## config.mk

```make
export PLATFORM = sky130hd
export DESIGN_NAME = ped_crossing_scheduler_flat
export DESIGN_NICKNAME = d
export VERILOG_FILES = /design/src/rtl/ped_crossing_scheduler_if.sv /design/src/rtl/ped_crossing_scheduler.sv /design/src/flat_wrapper.sv
export SDC_FILE = /design/constraint.sdc
export NUM_CORES = 1
export LEC_CHECK = 0
export ABC_AREA = 1
export BUFFER_PORTS_ARGS = -buffer_cell sky130_fd_sc_hd__buf_4
export CAP_MARGIN = 20
export CORE_MARGIN = 5
export CORE_UTILIZATION = 45
export CTS_BUF_LIST = sky130_fd_sc_hd__clkbuf_4 sky130_fd_sc_hd__clkbuf_8 sky130_fd_sc_hd__clkbuf_16
export DETAILED_ROUTE_END_ITERATION = 12
export PLACE_DENSITY = 0.67
export REMOVE_ABC_BUFFERS = 1
export SYNTH_ARGS = -nofsm -noshare
export SYNTH_HDL_FRONTEND = slang
export SYNTH_SLANG_ARGS = --single-unit
```

## constraint.sdc

```tcl
create_clock -name clk -period 1.9 [get_ports clk]
set_input_delay 0.285 -clock clk [delete_from_list [all_inputs] [get_ports clk]]
set_output_delay 0.285 -clock clk [all_outputs]
set_load 0.02 [all_outputs]
```

## src/rtl/ped_crossing_scheduler_if.sv

```systemverilog
// Bundle between the pedestrian scheduler and its surroundings.
// The buttons and controller status flow in; requests, pending flags and counters flow out.
// The master drives the buttons and controller status. The slave is the scheduler.
interface ped_crossing_scheduler_if #(
  parameter int CNT_W = 8
);
  logic             btn_A;
  logic             btn_B;
  logic [2:0]       system_state;
  logic [6:0]       countdown;
  logic             ped_req_A;
  logic             ped_req_B;
  logic             pending_A;
  logic             pending_B;
  logic [CNT_W-1:0] served_A;
  logic [CNT_W-1:0] served_B;
  logic             busy;

  modport master (
    output btn_A, btn_B, system_state, countdown,
    input  ped_req_A, ped_req_B, pending_A, pending_B, served_A, served_B, busy
  );

  modport slave (
    input  btn_A, btn_B, system_state, countdown,
    output ped_req_A, ped_req_B, pending_A, pending_B, served_A, served_B, busy
  );
endinterface

```

## src/rtl/ped_crossing_scheduler.sv

```systemverilog
// Purpose: latches pedestrian presses and forwards one at a time to the light controller while green.
// Latency: press -> pending after 1 edge; pending+eligible -> ped_req after 1 more edge; all outputs registered.
// Backpressure: requests wait in pending until their road is green with enough countdown and the FSM is idle.
module ped_crossing_scheduler #(
  parameter int MIN_REMAIN  = 10,
  parameter int HOLD_CYCLES = 4,
  parameter int ACK_TIMEOUT = 127,
  parameter int COOLDOWN    = 30,
  parameter int CNT_W       = 8
) (
  input  logic                    clk,
  input  logic                    rst_n,
  ped_crossing_scheduler_if.slave bus
);

  typedef enum logic [1:0] {IDLE, ISSUE, WAIT_ACK, COOL} state_e;

  localparam logic [2:0] A_GREEN   = 3'b000;
  localparam logic [2:0] B_GREEN   = 3'b010;
  localparam logic [6:0] MIN_R     = 7'(MIN_REMAIN);
  localparam logic [7:0] HOLD_LAST = 8'(HOLD_CYCLES - 1);
  localparam logic [7:0] ACK_LAST  = 8'(ACK_TIMEOUT - 1);
  localparam logic [7:0] COOL_LAST = 8'(COOLDOWN - 1);

  state_e           state_q, state_d;
  logic             sel_q, sel_d;          // 0 = road A, 1 = road B
  logic [7:0]       cnt_q, cnt_d;          // cycles spent in the current state
  logic             btn_a_q, btn_b_q;
  logic             pend_a_q, pend_a_d, pend_b_q, pend_b_d;
  logic [CNT_W-1:0] srv_a_q, srv_a_d, srv_b_q, srv_b_d;
  logic             press_a, press_b, elig_a, elig_b, ack_clr;
  logic [2:0]       sel_green;

  assign press_a   = bus.btn_A & ~btn_a_q;
  assign press_b   = bus.btn_B & ~btn_b_q;
  // The two green codes differ, so at most one road can be eligible.
  assign elig_a    = pend_a_q && (bus.system_state == A_GREEN) && (bus.countdown > MIN_R);
  assign elig_b    = pend_b_q && (bus.system_state == B_GREEN) && (bus.countdown > MIN_R);
  assign sel_green = sel_q ? B_GREEN : A_GREEN;

  // Next-state logic: pick an eligible road, hold the pulse, wait for the controller, cool down.
  always_comb begin
    state_d = state_q;
    sel_d   = sel_q;
    cnt_d   = cnt_q;
    ack_clr = 1'b0;
    case (state_q)
      IDLE: begin
        if (elig_a || elig_b) begin
          state_d = ISSUE;
          sel_d   = elig_b;
          cnt_d   = 8'd0;
        end
      end
      ISSUE: begin
        // Pulse width is fixed; controller state changes here are ignored.
        if (cnt_q == HOLD_LAST) begin
          state_d = WAIT_ACK;
          cnt_d   = 8'd0;
        end else begin
          cnt_d = cnt_q + 8'd1;
        end
      end
      WAIT_ACK: begin
        if (bus.system_state != sel_green) begin
          ack_clr = 1'b1;
          cnt_d   = 8'd0;
          if (COOLDOWN == 0) state_d = IDLE;
          else               state_d = COOL;
        end else if (cnt_q == ACK_LAST) begin
          state_d = IDLE;
          cnt_d   = 8'd0;
        end else begin
          cnt_d = cnt_q + 8'd1;
        end
      end
      COOL: begin
        if (cnt_q == COOL_LAST) begin
          state_d = IDLE;
          cnt_d   = 8'd0;
        end else begin
          cnt_d = cnt_q + 8'd1;
        end
      end
      default: begin
        state_d = IDLE;
        cnt_d   = 8'd0;
      end
    endcase
  end

  // Pending and served updates; a fresh press beats an ack-clear on the same road.
  always_comb begin
    pend_a_d = press_a | (pend_a_q & ~(ack_clr & ~sel_q));
    pend_b_d = press_b | (pend_b_q & ~(ack_clr &  sel_q));
    srv_a_d  = srv_a_q;
    srv_b_d  = srv_b_q;
    if (ack_clr && !sel_q && (srv_a_q != '1)) srv_a_d = srv_a_q + CNT_W'(1);
    if (ack_clr &&  sel_q && (srv_b_q != '1)) srv_b_d = srv_b_q + CNT_W'(1);
  end

  // State, button samples, pending flags and counters; reset clears everything at once.
  always_ff @(posedge clk or negedge rst_n) begin
    if (!rst_n) begin
      state_q  <= IDLE;
      sel_q    <= 1'b0;
      cnt_q    <= 8'd0;
      btn_a_q  <= 1'b0;
      btn_b_q  <= 1'b0;
      pend_a_q <= 1'b0;
      pend_b_q <= 1'b0;
      srv_a_q  <= '0;
      srv_b_q  <= '0;
    end else begin
      state_q  <= state_d;
      sel_q    <= sel_d;
      cnt_q    <= cnt_d;
      btn_a_q  <= bus.btn_A;
      btn_b_q  <= bus.btn_B;
      pend_a_q <= pend_a_d;
      pend_b_q <= pend_b_d;
      srv_a_q  <= srv_a_d;
      srv_b_q  <= srv_b_d;
    end
  end

  // Outputs are pure decodes of registered state.
  assign bus.ped_req_A = (state_q == ISSUE) && !sel_q;
  assign bus.ped_req_B = (state_q == ISSUE) &&  sel_q;
  assign bus.pending_A = pend_a_q;
  assign bus.pending_B = pend_b_q;
  assign bus.served_A  = srv_a_q;
  assign bus.served_B  = srv_b_q;
  assign bus.busy      = (state_q != IDLE);

endmodule

```

## src/flat_wrapper.sv

```systemverilog
// flat-port wrapper written by rule: the top's interface ports become plain ports
module ped_crossing_scheduler_flat 
#(
  parameter int MIN_REMAIN  = 10,
  parameter int HOLD_CYCLES = 4,
  parameter int ACK_TIMEOUT = 127,
  parameter int COOLDOWN    = 30,
  parameter int CNT_W       = 8
)
  (clk, rst_n, bus_btn_A, bus_btn_B, bus_system_state, bus_countdown, bus_ped_req_A, bus_ped_req_B, bus_pending_A, bus_pending_B, bus_served_A, bus_served_B, bus_busy);
  ped_crossing_scheduler_if #(.CNT_W(CNT_W)) bus_i ();
  input  logic clk;
  input  logic rst_n;
  input wire logic [$bits(bus_i.btn_A)-1:0] bus_btn_A;
  input wire logic [$bits(bus_i.btn_B)-1:0] bus_btn_B;
  input wire logic [$bits(bus_i.system_state)-1:0] bus_system_state;
  input wire logic [$bits(bus_i.countdown)-1:0] bus_countdown;
  output wire logic [$bits(bus_i.ped_req_A)-1:0] bus_ped_req_A;
  output wire logic [$bits(bus_i.ped_req_B)-1:0] bus_ped_req_B;
  output wire logic [$bits(bus_i.pending_A)-1:0] bus_pending_A;
  output wire logic [$bits(bus_i.pending_B)-1:0] bus_pending_B;
  output wire logic [$bits(bus_i.served_A)-1:0] bus_served_A;
  output wire logic [$bits(bus_i.served_B)-1:0] bus_served_B;
  output wire logic [$bits(bus_i.busy)-1:0] bus_busy;
  assign bus_i.btn_A = bus_btn_A;
  assign bus_i.btn_B = bus_btn_B;
  assign bus_i.system_state = bus_system_state;
  assign bus_i.countdown = bus_countdown;
  assign bus_ped_req_A = bus_i.ped_req_A;
  assign bus_ped_req_B = bus_i.ped_req_B;
  assign bus_pending_A = bus_i.pending_A;
  assign bus_pending_B = bus_i.pending_B;
  assign bus_served_A = bus_i.served_A;
  assign bus_served_B = bus_i.served_B;
  assign bus_busy = bus_i.busy;
  ped_crossing_scheduler #(.MIN_REMAIN(MIN_REMAIN), .HOLD_CYCLES(HOLD_CYCLES), .ACK_TIMEOUT(ACK_TIMEOUT), .COOLDOWN(COOLDOWN), .CNT_W(CNT_W)) u_core (.clk(clk), .rst_n(rst_n), .bus(bus_i));
endmodule
```

Word level (Yosys, flattened, before mapping) --
Index checks and enable logic that the tools add are counted. W data, S select, Z words.
Storage, ports and cells: flip-flop bits (word level) 31, bits in latches 0, memory bits (writable) 0, ROM bits 0, input bits 14, output and inout bits 21, word-level logic and storage cells 72, memories 0
Cells by class: add/sub/neg operators 3, multiply operators 0, divide/modulo/power cells 0, order comparisons 1, equal/unequal tests 14, shifts and indexed selects 0, muxes and demuxes 15, bitwise operators 13, reduce and logical (&&, ||, !) cells 17
Operator list (count):
- $mux W8 | 5
- $pmux W8 S4 | 1
- $add A8 B1 Y8 const B | 3
- $ne A8 B8 Y1 const B | 2
- $mux W2 | 6
- $logic_and A1 B1 Y1 | 10
- $eq A8 B2 Y1 const B | 1
- $eq A8 B5 Y1 const B | 1
- $eq A8 B7 Y1 const B | 1
- $pmux W2 S4 | 1
- $gt A7 B4 Y1 const B | 1
- $and A1 B1 Y1 | 6
- $ne A2 B1 Y1 const B | 3
- $not A1 Y1 | 5
- $eq A2 B2 Y1 const B | 2
- $reduce_and A4 Y1 | 1
- $eq A3 B2 Y1 const B | 1
- $logic_not A3 Y1 | 1
- $ne A3 B1 Y1 const B | 1
- $ne A3 B3 Y1 | 1
- $eq A2 B1 Y1 const B | 1
- $logic_not A2 Y1 | 1
- $mux W1 | 2
- $or A1 B1 Y1 | 2
- 4 further kinds | 4

Depth between registers and ports, before layout --
Gate-level depths: netlist (run 1).
word-level depth 8, mapped depth 11

Worst setup path after synthesis (run 1) --
Ideal clock, no wire load.
kind flip-flop to flip-flop, from register u_core.srv_b_q[0], in the netlist u_core.bus.served_B[0], to register u_core.srv_b_q[0], in the netlist u_core.bus.served_B[0], data arrival time 1.416 ns, slack 0.360 ns, stages on the path, launching flop included 7, path buffers 0, clock period less this slack 1.540 ns, cell sequence dfrtp_1 ha_1 nand4_1 nor3_2 nor2_4 nand2_1 nand2_1
Between the ends: longest elaborated chain between the ends 2, elaborated cells between the ends (all ways) 3
RTL lines:
- start: declaration | line ped_crossing_scheduler.sv:30 | logic [CNT_W-1:0] srv_a_q, srv_a_d, srv_b_q, srv_b_d;
- start signal: assignment | line ped_crossing_scheduler.sv:123 | srv_b_q <= srv_b_d;
- parallel branches: the longest is 2 deep, another holds $add A8 B1 Y8
Parallel ways; which one is timed is not known. A chain may end at the register's enable or synchronous reset.

Worst setup path after layout (run 1) --
Ends and elaborated chain as after synthesis.

==> impl_metrics.env, run 1 <==
export IMPL_grt_pass1_wl_mm=6.64
export IMPL_via_count=1670
export IMPL_synth_area_mm2=0.00181
export IMPL_dp_cells=341
export IMPL_clock_root_buffer="clkbuf_8"
export IMPL_port_buffers=34
export IMPL_drt_total_wl_mm=3.76
export IMPL_gp_congestion=0.774
export IMPL_setup_violations=0
export IMPL_cts_inserted_buffers=5
export IMPL_rows=23
export IMPL_reg2reg_to="u_core.bus.served_B[0]"
export IMPL_vdd_ir_drop_max_uv=684
export IMPL_cts_sinks=31
export IMPL_criticalPathCategory="reg2reg"
export IMPL_hold_violations=0
export IMPL_synth_compound_area_share_pct=3.94
export IMPL_synth_mux_area_share_pct=0
export IMPL_cts_setup_buffers=0
export IMPL_synthSimpleGateAreaFrac_pct=35.6
export IMPL_path_clk_slew_ns=0.07
export IMPL_io_pins=35
export IMPL_grt_ovfl_total=0
export IMPL_ff2ff_setup_slack_ns=0.22
export IMPL_final_cells=350
export IMPL_slew_violations=0
export IMPL_power_density_mw_per_mm2=1160
export IMPL_dieArea_mm2=0.00539
export IMPL_fin_setup_tns_ns=0
export IMPL_synth_top_family_by_area="simple AND/OR/NAND/NOR gates"
export IMPL_crit_path_start_kind="flop"
export IMPL_synthToLayoutAreaGrowth_pct=25.1
export IMPL_hpwl_mm=2.77
export IMPL_cp_required_ns=2.07
export IMPL_synthCells=256
export IMPL_cts_tree="done"
export IMPL_yosysWarnings=0
export IMPL_nets=318
export IMPL_r2r_start="u_core.bus.served_B[0]"
export IMPL_final_antenna_net_count=0
export IMPL_coreArea_mm2=0.00394
export IMPL_synth_xor_area_share_pct=7.73
export IMPL_finalClockSkew_ns=0.00780
export IMPL_fmax_ghz=0.596
export IMPL_first_global_vias=1596
export IMPL_period_share_pct=88.4
export IMPL_cp_max_fo=9
export IMPL_status="complete, no violations"
export IMPL_endpoint="u_core.bus.served_B[0]"
export IMPL_r2r_cells=6
export IMPL_fp_dieW_um=73.5
export IMPL_start_util_pct=46.0
export IMPL_arrival_ns=1.85
export IMPL_yosys_register_bits=31
export IMPL_antenna_found_initial=0
export IMPL_routedWlPerCell_um=10.7
export IMPL_viasPerCell=4.77
export IMPL_layout_common_cells="112 x nand2_1, 36 x buf_4, 31 x dfrtp_1"
export IMPL_cts_max_level=2
export IMPL_startpoint="u_core.bus.served_B[0]"
export IMPL_die_height_um=73.5
export IMPL_fin_crit_ns=1.68
export IMPL_power_mw=2.64
export IMPL_drt_drc_violations_left=0
export IMPL_syn_avg_cell_area_um2=7.08
export IMPL_rsz0062_at_grt="no"
export IMPL_synth_adder_area_share_pct=3.45
export IMPL_ys_types=16
export IMPL_hp_class="in2reg"
export IMPL_worst_pin_slew_ns=0.585
export IMPL_power_leakage_nw=1.28
export IMPL_drive_above_1_share_pct=15.7
export IMPL_worst_hold_slack_ns=0.114
export IMPL_track_usage_pct=15.5
export IMPL_maxCapViolations=0
export IMPL_dr_pass1_iters=5
export IMPL_clk_latency_ns=0.28
export IMPL_final_common_cell="nand2_1"
export IMPL_endpoint_kind="flop"
export IMPL_clock_path_buffers=2
export IMPL_grt_max_degree=32
export IMPL_seq_area_frac_synth_pct=42.8
export IMPL_initialDrtViolationCount=67
export IMPL_diodes=0
export IMPL_slew_headroom_pct=60.8
## layout make-up
cell class / count / area (µm²)
fillers: 387 / 1680
repair buffers: 37 / 280
clock inverters: 2 / 35.0
inverters: 30 / 113
clock buffers: 6 / 82.6
well taps: 50 / 62.6
flip-flops and latches: 31 / 776
multi-input cells: 194 / 918
## repair_timing
item                      CTS  global route
hold endpoints to repair   31             0
gates resized for setup     0             0
hold buffers                1             0
## through the flow
stage	instance area (µm²)	utilization [%]	setup slack, ns
after floorplan	1810	-	0.360
after global placement	2140	54.3	0.243
after detailed placement	2140	54.3	0.211
after CTS	2270	57.5	0.202
after global routing	2270	57.5	0.0238
final	2270	57.5	0.221
## worst min path at each step
| stage | slack, ns | endpoint | depth (start not counted) | from |
|---|---|---|---|---|
| finish | 0.11 | u_core.btn_b_q | 1 | bus_btn_B |
| global route | 0.10 | u_core.btn_a_q | 1 | bus_btn_A |
| CTS | 0.10 | u_core.btn_b_q | 1 | bus_btn_B |
| detailed placement | 0.24 | u_core.state_q[0] | 1 | rst_n |
| global placement | 0.25 | u_core.state_q[0] | 1 | rst_n |
| floorplan | -0.01 | u_core.btn_a_q | 0 | rst_n |
## registers in the layout, summed over array words and instances (netlist names)
register	flops
u_core.btn_a_q	1
u_core.btn_b_q	1
u_core.bus.pending_A	1
u_core.bus.pending_B	1
u_core.bus.served_A	8
u_core.bus.served_B	8
u_core.cnt_q	8
u_core.sel_q	1
u_core.state_q	2
## cell usage after synthesis (all sizes together)
| master | number | area, µm² |
|---|---|---|
| nor3 | 8 | 50.1 |
| xnor2 | 4 | 35.0 |
| buf | 1 | 5.00 |
| nor2 | 25 | 101 |
| o21ai | 11 | 55.1 |
| a21oi | 2 | 10.0 |
| ha | 5 | 62.6 |
| xor2 | 12 | 105 |
| nand3 | 12 | 60.1 |
| nand2 | 112 | 420 |
| nand4 | 2 | 12.5 |
| inv | 30 | 113 |
| o22ai | 1 | 6.26 |
| dfrtp | 31 | 776 |
## power by group
group          switching (mW)  total [mW]  leakage (nW)  internal [mW]
clock network           0.260       0.684        0.0612          0.424
logic                   0.583       0.966         0.819          0.383
registers               0.185       0.990         0.402          0.806
total                    1.03        2.64          1.28           1.61
## critical path, stage by stage (launching register included)
cell and delay, ns:
dfrtp_1 0.42, ha_1 0.23, nand4_1 0.16, nor3_2 0.48, nor2_4 0.12, nand2_1 0.10
nand2_1 0.06
## cells by family after synthesis
group	count (synthesis)
AND/OR/NAND/NOR	159
buffers and inverters	31
flip-flops	31
XOR/XNOR	16
AO/OA/AOI/OAI	14
adder cells (fa/ha/maj)	5
## per-layer routing
metal / global-route usage, % / part of all wire, %
met1: 20.3 / 49
met2: 24.9 / 45
met3: 4.79 / 5.8
met4: 3.62 / 0.35
met5: 0 / 0
Note: power is estimated with default switching activity, not from simulation.
==> run 2, diff against run 1 <==
--- a/config.mk
+++ b/config.mk
@@ -8,11 +8,13 @@
 export ABC_AREA = 1
 export BUFFER_PORTS_ARGS = -buffer_cell sky130_fd_sc_hd__buf_4
 export CAP_MARGIN = 20
+export CELL_PAD_IN_SITES_DETAIL_PLACEMENT = 1
+export CELL_PAD_IN_SITES_GLOBAL_PLACEMENT = 2
 export CORE_MARGIN = 5
-export CORE_UTILIZATION = 45
+export CORE_UTILIZATION = 30
 export CTS_BUF_LIST = sky130_fd_sc_hd__clkbuf_4 sky130_fd_sc_hd__clkbuf_8 sky130_fd_sc_hd__clkbuf_16
 export DETAILED_ROUTE_END_ITERATION = 12
-export PLACE_DENSITY = 0.67
+export PLACE_DENSITY_LB_ADDON = 0.1
 export REMOVE_ABC_BUFFERS = 1
 export SYNTH_ARGS = -nofsm -noshare
 export SYNTH_HDL_FRONTEND = slang
==> constraint.sdc (replaced) <==
create_clock -name clk -period 1.55 [get_ports clk]
set_input_delay 0.2325 -clock clk [delete_from_list [all_inputs] [get_ports clk]]
set_output_delay 0.2325 -clock clk [all_outputs]
set_load 0.02 [all_outputs]
==> run 2 against run 1 <==
Clock power is 24% higher. Largest cell class unchanged. Combinational power rose by 74%. Via count rose by 7.1%. Highest routed layer unchanged.
==> impl_metrics.env, run 2 (synthesized netlist as in run 1, its figures left out) <==
export IMPL_status="complete, no violations"
export IMPL_seq_power_share_pct=31.0
export IMPL_pwr_share_comb_pct=45.8
export IMPL_final_antenna_net_count=0
export IMPL_startpoint="u_core.state_q[1]"
export IMPL_final_cells=405
export IMPL_fin_util_pct=44.3
export IMPL_worst_pin_slew_ns=0.418
export IMPL_hp_class="in2reg"
export IMPL_pwr_share_clk_pct=23.2
export IMPL_cp_max_fo=5
export IMPL_track_usage_pct=13.8
export IMPL_switching_share_pct=38.6
export IMPL_drt_total_wl_mm=4.92
export IMPL_period_share_pct=94.1
export IMPL_gp_congestion=0.696
export IMPL_dieArea_mm2=0.00769
export IMPL_first_global_vias=1854
export IMPL_clk_latency_ns=0.29
export IMPL_layout_common_cells="107 x nand2_1, 64 x buf_4, 29 x dfrtp_1"
export IMPL_power_density_mw_per_mm2=1410
export IMPL_dp_cells=394
export IMPL_cp_required_ns=1.32
export IMPL_clock_path_buffers=2
export IMPL_clock_root_buffer="clkbuf_8"
export IMPL_worstHoldStart="bus_btn_A"
export IMPL_port_buffers=34
export IMPL_hpwl_mm=3.75
export IMPL_die_height_um=87.7
export IMPL_vdd_ir_drop_max_uv=554
export IMPL_fp_dieW_um=87.7
export IMPL_r2r_cells=8
export IMPL_drt_drc_violations_left=0
export IMPL_dr_pass1_iters=4
export IMPL_finalClockSkew_ns=0.00854
export IMPL_grt_pass1_wl_mm=8.34
export IMPL_reg2reg_to="u_core.bus.served_A[4]"
export IMPL_endpoint_kind="output pin"
export IMPL_grt_ovfl_total=0
export IMPL_power_leakage_nw=1.47
export IMPL_power_mw=3.67
export IMPL_hold_violations=0
export IMPL_seq_area_um2=778
export IMPL_arrival_ns=1.23
export IMPL_hold_path_depth=1
export IMPL_cts_inserted_buffers=5
export IMPL_multi_input_area_um2=985
export IMPL_start_util_pct=30.8
export IMPL_initialDrtViolationCount=38
export IMPL_fmax_ghz=0.686
export IMPL_rsz0062_at_grt="no"
export IMPL_routedWlPerCell_um=12.2
export IMPL_antenna_found_initial=0
export IMPL_diodes=0
export IMPL_cts_sinks=31
export IMPL_path_clk_slew_ns=0.07
export IMPL_num_fill_cells=744
export IMPL_maxCapViolations=0
export IMPL_r2r_start="u_core.sel_q"
export IMPL_criticalPathCategory="reg2out"
export IMPL_slew_violations=0
export IMPL_fin_crit_ns=1.46
export IMPL_stdcell_area_mm2=0.00261
export IMPL_viasPerCell=4.42
export IMPL_rows=28
export IMPL_io_pins=35
export IMPL_dpl_instance_area_mm2=0.00239
export IMPL_setup_violations=0
export IMPL_switchingPower_mw=1.41
export IMPL_whs_endpoint="u_core.btn_a_q"
export IMPL_synthToLayoutAreaGrowth_pct=44.0
export IMPL_nets=348
export IMPL_internal_power_mw=2.25
export IMPL_cts_tree="done"
export IMPL_grt_max_degree=32
export IMPL_crit_path_start_kind="flop"
export IMPL_ff2ff_setup_slack_ns=0.13
export IMPL_slew_headroom_pct=72.1
export IMPL_final_common_cell="nand2_1"
export IMPL_drive_above_1_share_pct=29.4
export IMPL_via_count=1789
export IMPL_cts_max_level=2
export IMPL_coreArea_mm2=0.00589
## run 2: cell types whose count changed in the layout (fill, tap and decap cells not counted), sizes merged
cell	delta
buf	+30
## run 2: routing by layer
metal | track usage [%] | share of wire (%) | vias up
li1 | - | - | 935
met1 | 17.9 | 47 | 827
met2 | 22.4 | 49 | 23
met3 | 3.67 | 3.0 | 4
met4 | 4.18 | 0.89 | 0
met5 | 0 | 0 | -
## run 2: final cells by class
class                   count  area share (%)
inverters                  30            4.32
flip-flops and latches     31            29.8
clock buffers               6            3.17
multi-input cells         194            37.7
well taps                  75            3.60
clock inverters             2            1.34
repair buffers             67            20.0
## run 2: power by group through the flow
stage          Combinational [mW]  Sequential, mW  Clock, mW
6_report                     1.68            1.14      0.850
5_1_grt                      1.90            1.16      0.915
3_3_place_gp                 1.65            1.14          0
2_1_floorplan               0.680            1.29          0
3_5_place_dp                 1.67            1.14          0
4_1_cts                      1.70            1.13      0.890
## run 2: how the worst max path moves through the flow
| stage | end | slack, ns |
|---|---|---|
| 2_1_floorplan | u_core.bus.served_B[0] | 0.01 |
| 3_3_place_gp | u_core.bus.served_A[7] | 0.01 |
| 3_5_place_dp | u_core.bus.served_A[4] | -0.004 |
| 4_1_cts | u_core.cnt_q[2] | 0.01 |
| 5_1_grt | u_core.bus.served_A[2] | 0.0006 |
| 6_report | bus_busy | 0.09 |
## run 2: per-stage QoR
stage,setup slack [ns],setup TNS [ns],hold slack [ns]
floorplan,0.0101,0,-0.0631
global placement,0.0130,0,0.208
detailed placement,-0.00413,-0.00413,0.206
CTS,0.0126,0,0.0545
global route,0.000562,0,0.0509
finish,0.0918,0,0.0624
## run 2: critical path: stages, from the launching register on
cell	delay [ns]
dfrtp_1	0.38
buf_4	0.15
nor2_2	0.17
inv_2	0.08
buf_4	0.16
## run 2: timing repair
item                                   4_1_cts  5_1_grt
endpoints found under the hold margin       31        0
setup endpoints to repair                    7       26
resized for setup                            5       20
setup buffers                                0        3
pin swaps                                    0        6
hold buffers                                 1        0
